$ cat src/rtl/eth_pkg.sv
`default_nettype none
// ============================================================================
// Module      : eth_pkg
// Description : Shared constants, header offsets and state encoding for the
//               GMII command receive path.
// Revision    : 1.0 - initial release
// ============================================================================
package eth_pkg;

    localparam logic [7:0]  ETH_PRE     = 8'h55;
    localparam logic [7:0]  ETH_SFD     = 8'hD5;
    localparam logic [31:0] CRC_INIT    = 32'hFFFFFFFF;
    localparam logic [31:0] CRC_RESIDUE = 32'hDEBB20E3;
    localparam logic [31:0] CRC_POLY    = 32'hEDB88320;

    // Byte offsets counted from the first destination-MAC byte
    localparam logic [10:0] OFS_DST_END   = 11'd6;
    localparam logic [10:0] OFS_TYPE      = 11'd12;
    localparam logic [10:0] OFS_TYPE_LO   = 11'd13;
    localparam logic [10:0] OFS_CMD       = 11'd14;
    localparam logic [10:0] OFS_PARAM     = 11'd15;
    localparam logic [10:0] OFS_PARAM_END = 11'd18;
    localparam logic [10:0] HDR_BYTES     = 11'd19;
    localparam logic [10:0] CNT_SAT       = 11'h7FF;

    typedef enum logic [2:0] {
        IDLE = 3'd0,
        PRE  = 3'd1,
        HDR  = 3'd2,
        PAY  = 3'd3,
        DROP = 3'd4
    } state_t;

    // Byte idx (0 = first on the wire, i.e. MSB) of a 48-bit MAC address
    function automatic logic [7:0] mac_byte(input logic [47:0] mac, input logic [2:0] idx);
        logic [2:0]  w_rev;
        logic [47:0] w_sh;
        w_rev = 3'd5 - idx;
        w_sh  = mac >> {w_rev, 3'b000};
        return w_sh[7:0];
    endfunction

endpackage
`default_nettype wire

$ cat src/rtl/eth_crc32_d8.sv
`default_nettype none
// ============================================================================
// Module      : eth_crc32_d8
// Description : Combinational reflected CRC-32 update for one byte, LSB of
//               the data byte processed first. Shared with the TX FCS path.
// Revision    : 1.0 - initial release
// ============================================================================
module eth_crc32_d8
    import eth_pkg::*;
(
    input  logic [31:0] i_crc,
    input  logic [7:0]  i_data,
    output logic [31:0] o_crc
);

    // Eight serial LFSR steps unrolled into one combinational stage
    always_comb begin
        logic [31:0] w_acc;
        w_acc = i_crc;
        for (int i = 0; i < 8; i++) begin
            w_acc = (w_acc >> 1) ^ (CRC_POLY & {32{w_acc[0] ^ i_data[i]}});
        end
        o_crc = w_acc;
    end

endmodule
`default_nettype wire

$ cat src/rtl/eth_cmd_rx.sv
`default_nettype none
// ============================================================================
// Module      : eth_cmd_rx
// Description : GMII receive command parser. Strips preamble/SFD, filters
//               on destination MAC and EtherType, extracts cmd + 32-bit
//               param and strobes them out only for frames with good FCS.
// Revision    : 1.0 - initial release
// ============================================================================
module eth_cmd_rx
    import eth_pkg::*;
#(
    parameter logic [47:0] LOCAL_MAC = 48'h00_0A_35_01_02_03,
    parameter logic [15:0] ETH_TYPE  = 16'h88B5,
    parameter int          MIN_LEN   = 64,
    parameter int          MAX_LEN   = 1518
)(
    input  logic        i_clk,
    input  logic        i_rst,
    input  logic        i_eth_rxdv,
    input  logic        i_eth_rxer,
    input  logic [7:0]  i_eth_rxd,
    output logic        o_cmd_come,
    output logic [7:0]  o_cmd,
    output logic [31:0] o_param,
    output logic        o_crc_err,
    output logic        o_frm_drop
);

    localparam logic [10:0] c_MIN_LEN = 11'(MIN_LEN);
    localparam logic [10:0] c_MAX_LEN = 11'(MAX_LEN);

    state_t      r_state;
    logic [10:0] r_cnt;
    logic [31:0] r_crc;
    logic        r_uc_miss;     // dst differs from LOCAL_MAC
    logic        r_bc_miss;     // dst differs from broadcast
    logic        r_type_miss;
    logic        r_err_pend;    // DROP entered through rxer: report at frame end
    logic [7:0]  r_sh_cmd;
    logic [31:0] r_sh_param;

    logic [31:0] w_crc_next;
    logic [10:0] w_cnt_inc;
    logic        w_in_dst;
    logic        w_uc_miss;
    logic        w_bc_miss;
    logic        w_type_miss;
    logic        w_reject;
    logic        w_len_bad;

    eth_crc32_d8 u_crc (
        .i_crc  (r_crc),
        .i_data (i_eth_rxd),
        .o_crc  (w_crc_next)
    );

    // Per-byte header checks against the byte currently on the bus
    always_comb begin
        w_cnt_inc   = (r_cnt == CNT_SAT) ? r_cnt : r_cnt + 11'd1;
        w_in_dst    = (r_cnt < OFS_DST_END);
        w_uc_miss   = w_in_dst && (i_eth_rxd != mac_byte(LOCAL_MAC, r_cnt[2:0]));
        w_bc_miss   = w_in_dst && (i_eth_rxd != 8'hFF);
        w_type_miss = ((r_cnt == OFS_TYPE)    && (i_eth_rxd != ETH_TYPE[15:8])) ||
                      ((r_cnt == OFS_TYPE_LO) && (i_eth_rxd != ETH_TYPE[7:0]));
        w_reject    = (r_uc_miss && r_bc_miss) || r_type_miss;
        w_len_bad   = (r_cnt < HDR_BYTES) || (r_cnt < c_MIN_LEN) || (r_cnt > c_MAX_LEN);
    end

    // Receive FSM with registered strobes and command outputs
    always_ff @(posedge i_clk or posedge i_rst) begin
        if (i_rst) begin
            r_state     <= IDLE;
            r_cnt       <= '0;
            r_crc       <= CRC_INIT;
            r_uc_miss   <= 1'b0;
            r_bc_miss   <= 1'b0;
            r_type_miss <= 1'b0;
            r_err_pend  <= 1'b0;
            r_sh_cmd    <= '0;
            r_sh_param  <= '0;
            o_cmd_come  <= 1'b0;
            o_cmd       <= '0;
            o_param     <= '0;
            o_crc_err   <= 1'b0;
            o_frm_drop  <= 1'b0;
        end else begin
            o_cmd_come <= 1'b0;
            o_crc_err  <= 1'b0;
            o_frm_drop <= 1'b0;
            case (r_state)
                IDLE: begin
                    r_err_pend <= 1'b0;
                    if (i_eth_rxdv) begin
                        r_state <= (i_eth_rxd == ETH_PRE) ? PRE : DROP;
                    end
                end
                PRE: begin
                    if (!i_eth_rxdv) begin
                        o_frm_drop <= 1'b1;
                        r_state    <= IDLE;
                    end else if (i_eth_rxer) begin
                        r_err_pend <= 1'b1;
                        r_state    <= DROP;
                    end else if (i_eth_rxd == ETH_SFD) begin
                        r_cnt       <= '0;
                        r_crc       <= CRC_INIT;
                        r_uc_miss   <= 1'b0;
                        r_bc_miss   <= 1'b0;
                        r_type_miss <= 1'b0;
                        r_state     <= HDR;
                    end else if (i_eth_rxd != ETH_PRE) begin
                        r_state <= DROP;
                    end
                end
                HDR, PAY: begin
                    if (!i_eth_rxdv) begin
                        // Evaluation edge: exactly one verdict per frame
                        if (w_reject || w_len_bad) begin
                            o_frm_drop <= 1'b1;
                        end else if (r_crc != CRC_RESIDUE) begin
                            o_crc_err <= 1'b1;
                        end else begin
                            o_cmd_come <= 1'b1;
                            o_cmd      <= r_sh_cmd;
                            o_param    <= r_sh_param;
                        end
                        r_state <= IDLE;
                    end else if (i_eth_rxer) begin
                        r_err_pend <= 1'b1;
                        r_state    <= DROP;
                    end else begin
                        r_cnt <= w_cnt_inc;
                        r_crc <= w_crc_next;
                        if (w_uc_miss)   r_uc_miss   <= 1'b1;
                        if (w_bc_miss)   r_bc_miss   <= 1'b1;
                        if (w_type_miss) r_type_miss <= 1'b1;
                        if (r_cnt == OFS_TYPE_LO) r_state <= PAY;
                        if (r_cnt == OFS_CMD) r_sh_cmd <= i_eth_rxd;
                        if ((r_cnt >= OFS_PARAM) && (r_cnt <= OFS_PARAM_END)) begin
                            r_sh_param <= {r_sh_param[23:0], i_eth_rxd};
                        end
                    end
                end
                DROP: begin
                    if (!i_eth_rxdv) begin
                        o_frm_drop <= r_err_pend;
                        r_err_pend <= 1'b0;
                        r_state    <= IDLE;
                    end
                end
                default: r_state <= IDLE;
            endcase
        end
    end

endmodule
`default_nettype wire
$ cat config.mk
export PLATFORM = sky130hd
export DESIGN_NAME = eth_cmd_rx
export DESIGN_NICKNAME = d
export VERILOG_FILES = /design/src/rtl/eth_pkg.sv /design/src/rtl/eth_crc32_d8.sv /design/src/rtl/eth_cmd_rx.sv
export SDC_FILE = /design/constraint.sdc
export NUM_CORES = 1
export LEC_CHECK = 0
export BUFFER_PORTS_ARGS = -buffer_cell sky130_fd_sc_hd__buf_4
export CAP_MARGIN = 25
export CORE_MARGIN = 1
export CORE_UTILIZATION = 45
export CTS_CLUSTER_DIAMETER = 30
export CTS_CLUSTER_SIZE = 24
export DETAILED_ROUTE_END_ITERATION = 7
export GPL_TIMING_DRIVEN = 0
export PLACE_DENSITY = 0.61
export SYNTH_ARGS = -nofsm -noshare
export SYNTH_HDL_FRONTEND = slang
export SYNTH_SLANG_ARGS = --single-unit
$ cat constraint.sdc
create_clock -name i_clk -period 6.4 [get_ports i_clk]
set_clock_uncertainty 0.15 [all_clocks]
set_input_delay 0.96 -clock i_clk [delete_from_list [all_inputs] [get_ports i_clk]]
set_output_delay 0.96 -clock i_clk [all_outputs]
set_load 0.02 [all_outputs]
==> metrics <==
pin count of the biggest net entering global routing=100; drt initial violations=213; CTS Buffer Depth=2; vias in the first global route=4499; # IOs=55; HP Class=reg2reg; largest cells by area after synthesis=dfrtp_1 (38%), dfstp_2 (13%), mux2_4 (9.1%); Unique masters post-synth=62; largest fanout on the critical path=10; crit path time final=2790 ps; Post-Syn Area=6570 µm²; max-cap viol count=0; Die X-Extent=123 µm; Vias/cell=5.39; PortBufs=50; Root Driver=clkbuf_16; Fin. Hold Viols=0; Seq/Total Area, Yosys=0.513; H-Tree Level Count=4; kind of critical path=reg2reg; # setup viols final=0; first-pass GRT wire length=about 24 mm; GPL Wtd Cong=0.889; Power Total=2.00 mW; Yosys top cell by area=dfrtp_1; HPWL Detailed=10.1 mm; CORE AREA=approximately 14000 µm²; area occupied by multi-input gates=3020 µm²; FF+latch area=approximately 3400 µm²; Rel. slew slack=0.456; worst path cell trace=or4b_1 -> nor4_1 -> nand4_1 -> nor4_4 -> buf_6 -> mux2_4; ANT nets after route=0; # diodes=0; number of synthesized flops with an enable pin=0; setup bufs post-CTS=0; final wirelength=roughly 15 mm; Worst Max-Slew Pin Slew=~800 ps; commonest non-fill, non-tap cell in the layout=dfrtp_1; Post-Synthesis Cells=531; Rows=43; Worst Setup End Kind=register; family with the most delay on the worst path=simple AND/OR/NAND/NOR gates; Worst-Skew Late Latency=420 ps; via count=4282; final core occ=0.558; yosys warns=0; First-pass DRT Iterations=5; top-area cell type share of the netlist area=0.385; Fin Setup TNS=0 ps; antenna violations before repair=0; fillers=between 1000 and 1500; crit path buf inv count=1; Syn-to-layout area delta=19.3%; Final period util=0.437; post-route DRC violation count=0; r2r setup slk=about 3600 ps; Overflow after GRT=0; Mapped Nets=551; ys async rst share=1.00; TritonCTS clock tree=done; Yosys reg bits=133; post-CTS sizing=0; Worst setup SP type=register; Arr. time, crit path=2950 ps; Initial Utilization=0.468; unrepaired setup endpoints after global routing=false; Slew Viols, Final=0; status=complete, no violations; CP peak stage delay=approximately 550 ps; Num CTS Buffers=17; drt wl/cell=18.3 µm; Reg clk slew, reported paths=~60 ps; fmax=358 MHz; Final nets=621; Primary FF master, synth=dfrtp_1; layout cells sized above 1=0.373; Total Die Area=15100 µm²; Total GRT Usage=0.209; CP max-delay cell=dfstp_2; most frequent cells in the layout=dfrtp_1 (101), buf_4 (51), xnor2_1 (45); Die H=123 µm; PD cells=256 nW/µm²; Hold-fix buffers, CTS=0; Leak Pwr=3.57 nW; total clock sinks=between 100 and 150; WP data required=6550 ps; Avg Cell Area, Syn=about 12 µm²; VDD IR max=0.185 mV
-- synth_stat cells, types with 2 or more instances --
library cell  number
a21o_1             4
a21oi_1           39
a2bb2oi_1          2
a31oi_1           14
and3_1             5
buf_2             13
buf_6              4
clkbuf_1           9
dfrtp_1          101
dfstp_2           32
ha_1               8
inv_1              7
mux2_2            40
mux2_4            40
mux2i_1            2
nand2_1           20
nand2b_1           4
nand3_1            6
nand4_1            4
nand4bb_1          2
nor2_1            37
nor2b_1            8
nor3_1             7
nor4_1             7
nor4b_1            3
o21ai_0            4
or2_2              2
or3_1              3
xnor2_1           45
xnor2_2            8
xor2_1            20
-- path summary, 6_finish.rpt --
check | startpoint | endpoint | depth (start not counted)
min | r_sh_param[31] | o_param[31] | 1
max in group asynchronous | i_rst | r_crc[13] | 3
max reg2reg | r_crc[13] | o_param[12] | 6
min in group asynchronous | i_rst | o_param[31] | 2
max | r_crc[13] | o_param[12] | 6
min reg2reg | r_sh_param[31] | o_param[31] | 1
-- logic make-up after synthesis --
kind of cell | share of synthesized area
muxes | 0.163
xor gates and xnor gates | 0.107
DFF | 0.513
buffers and inverters | 0.0276
AOI/OAI and AO/OA | 0.0785
and+or+nand+nor | 0.0959
adders and majority gates | 0.0152
-- sequential cells by signal, indices dropped and copies added, names as in the netlist, 3 cells and up --
name	count
o_cmd	8
o_param	32
r_cnt	11
r_crc	32
r_sh_cmd	8
r_sh_param	32
r_state	3
-- layer usage --
| layer | track usage | up-vias | routed length (µm) |
|---|---|---|---|
| met5 | 0 | - | 0 |
| met3 | 0.0548 | 13 | 587 |
| met2 | 0.321 | 76 | 6840 |
| li1 | - | 2012 | - |
| met1 | 0.286 | 2181 | 6910 |
| met4 | 0.0716 | 0 | 209 |
-- per-stage QoR --
stage          setup WS (ps)  hold WS, ps  area (µm²)  cells
3_3_place_gp             289          335        7170    761
4_1_cts                 3610          352        7830    794
2_1_floorplan           1790          315        6570    531
6_report                3610          350        7830    794
5_1_grt                 3480          371        7830    794
3_5_place_dp            3220          340        7200    762
-- power by group --
group	leakage [nW]	internal [mW]	switching, mW
registers	1.72	0.843	0.000284
logic	1.55	0.0474	0.0741
clock network	0.295	0.671	0.365
total	3.57	1.56	0.439
-- layout make-up --
class,instances,share of cell area
timing repair buffer,51,0.0514
clock buffer,20,0.0583
inverter,8,0.00447
multi-input combinational,363,0.385
sequential,133,0.430
tap,180,0.0288
clock inverter,12,0.0225
buffer,27,0.0193
(Power assumes the default switching activity.)
